`config.mk`:
```
export PLATFORM = sky130hd
export DESIGN_NAME = imem_loader
export DESIGN_NICKNAME = d
export VERILOG_FILES = /design/src/rtl/imem_loader.sv
export SDC_FILE = /design/constraint.sdc
export NUM_CORES = 1
export LEC_CHECK = 0
export BUFFER_PORTS_ARGS = -buffer_cell sky130_fd_sc_hd__buf_2
export CAP_MARGIN = 20
export CELL_PAD_IN_SITES_DETAIL_PLACEMENT = 2
export CELL_PAD_IN_SITES_GLOBAL_PLACEMENT = 2
export CORE_MARGIN = 4
export CORE_UTILIZATION = 36
export DETAILED_ROUTE_END_ITERATION = 12
export PLACE_DENSITY = 0.88
export SLEW_MARGIN = 0
export SYNTH_ARGS = -nofsm -noshare
export SYNTH_HDL_FRONTEND = slang
export SYNTH_SLANG_ARGS = --single-unit
export TNS_END_PERCENT = 5
```
`constraint.sdc`:
```
create_clock -name clk -period 3.7 [get_ports clk]
set_clock_uncertainty 0.1 [all_clocks]
set_input_delay 0.74 -clock clk [delete_from_list [all_inputs] [get_ports clk]]
set_output_delay 0.74 -clock clk [all_outputs]
set_load 0.01 [all_outputs]
```
`src/rtl/imem_loader.sv`:
```
// Byte-stream boot loader: frames {len, (hi, lo) x N [, csum]} into 16-bit instruction memory writes.
// Optional checksum byte and error state enabled by IMEM_LOADER_CHECKSUM_EN.
module imem_loader #(
    parameter int                ADDR_W     = 8,
    parameter logic [ADDR_W-1:0] START_ADDR = '0
) (
    input  logic              clk,
    input  logic              reset,
    input  logic              start,
    input  logic              in_valid,
    input  logic [7:0]        in_data,
    output logic              in_ready,
    output logic              imem_we,
    output logic [ADDR_W-1:0] imem_addr,
    output logic [15:0]       imem_wdata,
    output logic              cpu_hold,
    output logic              done,
    output logic              err,
    output logic [ADDR_W:0]   loaded_count
);

    // state | meaning
    // IDLE  | after reset, waiting for start
    // LEN   | expecting the word-count byte
    // HI    | expecting the high byte of a word
    // LO    | expecting the low byte; accepting it writes the word
    // CSUM  | expecting the checksum byte
    // DONE  | load succeeded, CPU released
    // ERR   | checksum mismatch, CPU held
    typedef enum logic [2:0] {
        IDLE = 3'd0,
        LEN  = 3'd1,
        HI   = 3'd2,
        LO   = 3'd3,
        CSUM = 3'd4,
        DONE = 3'd5,
        ERR  = 3'd6
    } state_t;

    localparam int LW = (ADDR_W < 8) ? ADDR_W : 8;

    state_t            state, state_next;
    logic [ADDR_W:0]   n_words;
    logic [ADDR_W:0]   len_val;
    logic [7:0]        hi_byte;
    logic              accept;
    logic              last_word;
    logic              clr_cnt;
    logic              ld_len;
    logic              ld_hi;
    logic              wr_word;

    assign in_ready  = (state == LEN) || (state == HI) || (state == LO) || (state == CSUM);
    assign accept    = in_valid && in_ready;
    assign done      = (state == DONE);
    assign cpu_hold  = (state != DONE);
    assign last_word = ((loaded_count + 1'b1) == n_words);

    // A zero length byte stands for a full 2^ADDR_W-word image.
    always_comb begin
        len_val         = '0;
        len_val[LW-1:0] = in_data[LW-1:0];
        if (len_val == '0) begin
            len_val[ADDR_W] = 1'b1;
        end
    end

`ifdef IMEM_LOADER_CHECKSUM_EN
    logic [7:0] csum;

    assign err = (state == ERR);

    always_ff @(posedge clk or posedge reset) begin
        if (reset) begin
            csum <= '0;
        end else if (clr_cnt) begin
            csum <= '0;
        end else if (accept && (state != CSUM)) begin
            csum <= csum ^ in_data;
        end
    end
`else
    assign err = 1'b0;
`endif

    always_comb begin
        state_next = state;
        clr_cnt    = 1'b0;
        ld_len     = 1'b0;
        ld_hi      = 1'b0;
        wr_word    = 1'b0;
        case (state)
            IDLE, DONE, ERR: begin
                if (start) begin
                    state_next = LEN;
                    clr_cnt    = 1'b1;
                end
            end
            LEN: begin
                if (accept) begin
                    ld_len     = 1'b1;
                    state_next = HI;
                end
            end
            HI: begin
                if (accept) begin
                    ld_hi      = 1'b1;
                    state_next = LO;
                end
            end
            LO: begin
                if (accept) begin
                    wr_word = 1'b1;
                    if (last_word) begin
`ifdef IMEM_LOADER_CHECKSUM_EN
                        state_next = CSUM;
`else
                        state_next = DONE;
`endif
                    end else begin
                        state_next = HI;
                    end
                end
            end
            CSUM: begin
`ifdef IMEM_LOADER_CHECKSUM_EN
                if (accept) begin
                    state_next = (in_data == csum) ? DONE : ERR;
                end
`else
                state_next = IDLE;
`endif
            end
            default: state_next = IDLE;
        endcase
    end

    always_ff @(posedge clk or posedge reset) begin
        if (reset) begin
            state <= IDLE;
        end else begin
            state <= state_next;
        end
    end

    // loaded_count doubles as the word index into the image.
    always_ff @(posedge clk or posedge reset) begin
        if (reset) begin
            loaded_count <= '0;
            n_words      <= '0;
            hi_byte      <= '0;
            imem_we      <= 1'b0;
            imem_addr    <= START_ADDR;
            imem_wdata   <= '0;
        end else begin
            imem_we <= wr_word;
            if (clr_cnt) begin
                loaded_count <= '0;
            end else if (wr_word) begin
                loaded_count <= loaded_count + 1'b1;
            end
            if (ld_len) begin
                n_words <= len_val;
            end
            if (ld_hi) begin
                hi_byte <= in_data;
            end
            if (wr_word) begin
                imem_addr  <= START_ADDR + loaded_count[ADDR_W-1:0];
                imem_wdata <= {hi_byte, in_data};
            end
        end
    end

endmodule

```
==> results of run 1 <==
-- cell families (layout without fill, tap and decap cells) --
logic type | after synthesis | in the layout | synth area share [%]
AOI/OAI and AO/OA | 28 | 28 | 7.10
xor gates and xnor gates | 16 | 16 | 5.68
adders and majority gates | 1 | 1 | 0.507
buffers and inverters | 17 | 63 | 3.09
DFF | 54 | 54 | 54.8
muxes | 16 | 16 | 7.31
other | 1 | 1 | 0.152
and+or+nand+nor | 118 | 118 | 21.4
-- final timing paths --
check / start / end / slack [ps] / depth (start not counted)
max reg2reg: loaded_count[0] / state[1] / 1440 / 5
max in group asynchronous: reset / loaded_count[3] / 2350 / 3
min: reset / imem_addr[2] / 370 / 2
min reg2reg: imem_wdata[15] / imem_wdata[15] / 380 / 2
max: state[2] / in_ready / 1370 / 3
min in group clk: imem_wdata[15] / imem_wdata[15] / 380 / 2
-- per-layer routing --
| layer | vias to the layer above | wire [um] | GRT usage (%) |
|---|---|---|---|
| li1 | 916 | - | - |
| met3 | 9 | 215 | 2.83 |
| met1 | 983 | 3060 | 23.0 |
| met2 | 42 | 3220 | 28.2 |
| met5 | - | 0 | 0 |
| met4 | 0 | 74 | 4.59 |
-- state kept, by name, summed over array words and instances (netlist names) --
signal / cells
hi_byte: 8
imem_addr: 8
imem_wdata: 16
imem_we: 1
loaded_count: 9
n_words: 9
state: 3
-- power by group through the flow --
| stage | logic, W | registers, W | clock network [W] |
|---|---|---|---|
| global route | 0.000973 | 0.00108 | 0.000436 |
| global placement | 0.000819 | 0.00102 | 0 |
| CTS | 0.000881 | 0.00104 | 0.000414 |
| finish | 0.000859 | 0.00103 | 0.000403 |
| detailed placement | 0.000868 | 0.00105 | 0 |
| floorplan | 0.000532 | 0.00105 | 0 |
-- Yosys cell counts, drive strengths merged --
library cell | count | area (sq um)
a2111o | 1 | 11.3
a211o | 1 | 8.76
a211oi | 1 | 7.51
a21boi | 1 | 7.51
a21oi | 8 | 40.0
and2 | 1 | 6.26
and3b | 2 | 17.5
buf | 7 | 38.8
clkbuf | 5 | 18.8
conb | 1 | 3.75
dfrtp | 54 | 1350
ha | 1 | 12.5
inv | 5 | 18.8
mux2 | 16 | 180
nand2 | 83 | 312
nand2b | 1 | 6.26
nand3 | 6 | 35.0
nor2 | 6 | 22.5
nor2b | 5 | 31.3
nor3 | 2 | 15.0
nor3b | 1 | 7.51
nor4 | 4 | 25.0
o211ai | 1 | 7.51
o21ai | 10 | 53.8
o221ai | 1 | 8.76
o22a | 1 | 8.76
o22ai | 2 | 12.5
o31a | 1 | 8.76
or2 | 1 | 6.26
or3 | 5 | 33.8
or3b | 1 | 8.76
xnor2 | 11 | 96.3
xor2 | 5 | 43.8
-- metrics by stage --
step                hold WS (ps)  instances  instance area, sq um
floorplan                    335        251                  2470
global placement             351        366                  2760
detailed placement           359        366                  2760
CTS                          382        374                  2870
global route                 398        374                  2870
finish                       367        374                  2870
-- area by class of cell --
class,instances,area [sq um],area share [%]
Clock buffer,6,72.6,2.53
Timing Repair Buffer,50,255,8.89
Multi-Input combinational cell,180,1040,36.2
Clock inverter,2,37.5,1.31
Tap cell,77,96.3,3.36
Sequential cell,54,1350,47.1
Inverter,5,18.8,0.654
-- cells in the final DEF, fill, tap and decap left out, types with 2 or more instances in the layout --
| cell type | Yosys | routed |
|---|---|---|
| o21ai_0 | 8 | 8 |
| nor4_1 | 4 | 4 |
| o22ai_1 | 2 | 2 |
| or3_2 | 2 | 2 |
| and3b_1 | 2 | 2 |
| mux2_2 | 16 | 16 |
| nor2_1 | 6 | 6 |
| inv_2 | 1 | 2 |
| nand2_1 | 83 | 83 |
| buf_2 | 4 | 48 |
| a21oi_1 | 8 | 8 |
| nand3_1 | 5 | 5 |
| dfrtp_1 | 54 | 54 |
| buf_4 | 2 | 2 |
| xnor2_1 | 11 | 11 |
| clkbuf_8 | 0 | 5 |
| or3_1 | 3 | 3 |
| nor2b_1 | 5 | 5 |
| inv_1 | 4 | 3 |
| xor2_1 | 5 | 5 |
==> impl_metrics.ini, run 1 <==
[status]
status = finished, final reports clean

[synth]
yosysWarnings = 0
synth.cell_area_sq_um = 2470
synth_nets = 264
syn_inst = 251
synthDistinctLibCells = 41
postSynthAreaPerCell_sq_um = 9.83
synth_seq_cells = 54
ys_seq_area_share_pct = 54.8

[timing]
setup_violations = 0
rsz0062_at_grt = no
fin_crit_sh_pct = 63.0
worstMarginPinSlew_ps = 849
slew_headroom_pct = 43.3
max_freq_mhz = 429
hold_viol = 0
slew_viol_final = 0
setup_ws_ps = 1370
fin_crit_ps = 2330
fin_setup_tns_ps = 0

[power]
seqPwrFrac_pct = 45.1
p_sw_share_pct = 38.7
p_comb_share_pct = 37.4
ir_drop_v = 0.000310
switchingPower_w = 0.000888
p_int_w = 0.00141
powerDensity_nw_per_um2 = 800
leakagePower_nw = 1.42
pwr-share-clk_pct = 17.5
p_total_w = 0.00230

[clock_network]
cts_num_sinks = 54
clk_pin_slew_worst_paths_ps = 100
cts_tree = done
cts_hold_buf = 0
cts_root_buf = clkbuf_8
clock_latency_ps = 310
cts_max_level = 2
cts_resized = 0
postCtsSetupRepairBufs = 0
cts_buffer_depth = 2
cts_buffers = 5

[floorplan]
start_util_pct = 38.0
placementRows = 29
core-area_sq_um = 6490
ios = 50
die_area_sq_um = 8240
die_h_um = 90.8
die_width_um = 90.8

[placement]
dp_hpwl_um = 4640
dpl_worst_slack_ps = 1340
place_congestion = 0.752
port_buffers = 48

[grt]
grt_pass1_vias = 2227
antenna_found_initial = 0
grt_max_degree = 37
grt-ovfl-total = 0
grt_use_total_pct = 17.0
grt_first_pass_wirelength_um = 11400

[finish]
fill_cells = 720
utilization_pct = 44.2
antenna_cells = 0
drive_above_1_share_pct = 26.9
areaGrowthSynthToFinish_pct = 16.4
nNetsFinal = 309

[drt]
vias = 1950
wl_per_cell_um = 17.6
dr.first_iter.drc_count = 49
post-route-drc-count = 0
ant_nets = 0
routed_wl_um = 6580
vias_per_cell = 5.21
drt_first_pass_iters = 4

[hold_path]
hp-class = primary input to async pin

[critical_path]
slowest_stage = dfrtp_1
cp_cell_sequence = or3_1, and2_1, buf_2
required_ps = 2860
cp_num_buf_inv = 1
cp-start-kind = register
crit_path_end_kind = output pin
crit_family = simple AND/OR/NAND/NOR gates
path_class = register to output pin
cp_data_arrival_time_ps = 1490
crit_fanout = 9
cp_slowest_stage_delay_ps = 490

[flow_run]
cap_violations = 0
Note: power is estimated with default switching activity, not from simulation.
==> run 2: changes to the inputs <==
--- a/config.mk
+++ b/config.mk
@@ -5,14 +5,15 @@
 export SDC_FILE = /design/constraint.sdc
 export NUM_CORES = 1
 export LEC_CHECK = 0
+export ABC_AREA = 1
 export BUFFER_PORTS_ARGS = -buffer_cell sky130_fd_sc_hd__buf_2
 export CAP_MARGIN = 20
 export CELL_PAD_IN_SITES_DETAIL_PLACEMENT = 2
 export CELL_PAD_IN_SITES_GLOBAL_PLACEMENT = 2
 export CORE_MARGIN = 4
-export CORE_UTILIZATION = 36
+export CORE_UTILIZATION = 31
 export DETAILED_ROUTE_END_ITERATION = 12
-export PLACE_DENSITY = 0.88
+export PLACE_DENSITY = 0.82
 export SLEW_MARGIN = 0
 export SYNTH_ARGS = -nofsm -noshare
 export SYNTH_HDL_FRONTEND = slang
==> constraint.sdc (replaced) <==
create_clock -name clk -period 2.42 [get_ports clk]
set_clock_uncertainty 0.1 [all_clocks]
set_input_delay 0.484 -clock clk [delete_from_list [all_inputs] [get_ports clk]]
set_output_delay 0.484 -clock clk [all_outputs]
set_load 0.01 [all_outputs]
==> run 2 against run 1 <==
Compared with the run above: die area increased by 16%; total power up 49%; sequential share of layout area is 1.4 points lower.
==> impl_metrics.ini, run 2 <==
[clock_network]
cts_max_level = 2
postCtsSetupRepairBufs = 0
cts_hold_buf = 0
clock_latency_ps = 310
cts_buffer_depth = 2
cts_tree = done
cts_num_sinks = 54
cts_root_buf = clkbuf_8
clk_pin_slew_worst_paths_ps = 100
cts_buffers = 5
cts_resized = 0

[synth]
synth_nets = 319
synth.cell_area_sq_um = 2490
yosysWarnings = 0
yosys.area.top_type = dfrtp_1
yosys-top-cells-area = dfrtp_1 (54%), nand2_1 (15%), o21ai_0 (7.4%)
synth_edf_count = 0
postSynthAreaPerCell_sq_um = 8.12
yosys-top-cells-count = nand2_1 (101), dfrtp_1 (54), o21ai_0 (37)
syn_inst = 306
synth_top_flop_cell = dfrtp_1
synth_top_area_share_pct = 54.4
async_flop_share_pct = 100
synthMostInstantiatedCell = nand2_1
synthDistinctLibCells = 27
ys_seq_area_share_pct = 54.4
synth_seq_cells = 54

[timing]
fin_crit_ps = 2040
hold_viol = 0
fin_crit_sh_pct = 84.4
slew_viol_final = 0
setup_ws_ps = 379
worstMarginPinSlew_ps = 573
setup_violations = 0
rsz0062_at_grt = no
max_freq_mhz = 490
fin_setup_tns_ps = 0
slew_headroom_pct = 61.4

[critical_path]
slowest_stage = dfrtp_1
crit_fanout = 7
cp-start-kind = register
reg2reg_slack_ps = 380
rr_endpoint = state[0]
r2r.worst_path.cells = 12
cp_common_cell = nand2_1
endpoint = state[0]
cp_slowest_stage_delay_ps = 490
required_ps = 2580
cp_cell_sequence = ha_1, nand2_2, clkinv_1, nand2_1, nand2_1, nand2_1, nand2_1, nor2_1, nand4_1, nand2_1, nand2_1, nand2_1
crit_path_end_kind = register
startpoint = loaded_count[0]
reg2reg_from = loaded_count[0]
path_class = register to register
cp_data_arrival_time_ps = 2200

[grt]
grt_max_degree = 38
grt_pass1_vias = 2518
grt_use_total_pct = 16.1
grt-ovfl-total = 0
grt_first_pass_wirelength_um = 12500
antenna_found_initial = 0

[finish]
largest_reg_flops = 16
top_register = imem_wdata
areaGrowthSynthToFinish_pct = 19.1
final_common_cell = nand2_1
biggestRegsByFlops = imem_wdata: 16 flops, loaded_count: 9 flops, n_words: 9 flops
nNetsFinal = 370
drive_above_1_share_pct = 20.7
design_area_sq_um = 2960
antenna_cells = 0
layout_common_cells = nand2_1 (101), dfrtp_1 (54), buf_2 (48)

[placement]
dp_hpwl_um = 5530
dpl_cell_area_sq_um = 2860
dpl_worst_slack_ps = 392
place_congestion = 0.817
port_buffers = 48

[floorplan]
die_width_um = 97.6
ios = 50
core-area_sq_um = 7770
die_h_um = 97.6
die_area_sq_um = 9520
start_util_pct = 32.0
placementRows = 32

[power]
ir_drop_v = 0.000436
leakagePower_nw = 1.56
powerDensity_nw_per_um2 = 1160

[drt]
vias = 2233
drt_first_pass_iters = 4
ant_nets = 0
vias_per_cell = 4.85
wl_per_cell_um = 15.7
dr.first_iter.drc_count = 48
routed_wl_um = 7240
post-route-drc-count = 0

[status]
status = finished, final reports clean

[flow_run]
cap_violations = 0

[hold_path]
hp-class = primary input to async pin
==> run 2: cell type report <==
type | instances | area (sq um)
clock buffer | 6 | 82.6
clock inverter | 2 | 16.3
fill | 919 | 4810
inverter | 39 | 146
multi-input combinational | 205 | 953
sequential | 54 | 1350
tap | 102 | 128
timing repair buffer | 52 | 283
==> run 2: kinds of logic (layout without fill, tap and decap cells) <==
kind of cell	Yosys count	after routing	share of synthesized area, %
AOI/OAI and AO/OA	49	49	10.5
xor gates and xnor gates	1	1	0.352
adders and majority gates	1	1	0.503
buffers and inverters	47	99	7.30
DFF	54	54	54.4
other	1	1	0.151
and+or+nand+nor	153	153	26.8
==> run 2: power breakdown <==
part | total (W) | switching, W | leakage, nW | internal, W
Clock | 0.000551 | 0.000314 | 0.0478 | 0.000236
Combinational | 0.00134 | 0.000853 | 0.811 | 0.000487
Sequential | 0.00154 | 0.000278 | 0.698 | 0.00126
==> run 2: how the worst min path moves through the flow <==
stage                     from        endpoint  slack [ps]
finish                   reset   imem_wdata[0]          60
global route             reset   imem_wdata[0]          90
floorplan           hi_byte[2]  imem_wdata[10]         340
CTS                      reset   imem_wdata[0]          70
global placement    hi_byte[3]  imem_wdata[11]         350
detailed placement  hi_byte[6]  imem_wdata[14]         370
==> run 2: stage by stage <==
stage | cells | hold slack, ps | total power [W] | utilization [%]
floorplan | 306 | 342 | 0.00234 | -
global placement | 452 | 352 | 0.00283 | 36.8
detailed placement | 452 | 366 | 0.00293 | 36.8
CTS | 460 | 68.1 | 0.00350 | 38.1
global route | 460 | 88.2 | 0.00377 | 38.1
finish | 460 | 58.3 | 0.00343 | 38.1
==> run 2: critical path: cells and delay by family, from the launching register on <==
family / cells / cell delay [ps]
AND/OR/NAND/NOR: 10 / 980
adder cells (fa/ha/maj): 1 / 270
buffers and inverters: 1 / 150
flip-flops: 1 / 490
==> run 2: routing by layer <==
layer	vias up	track usage, %	wire, um
met4	0	4.37	101
li1	1074	-	-
met1	1118	19.2	3210
met2	33	29.4	3710
met3	8	3.09	223
met5	-	0	0
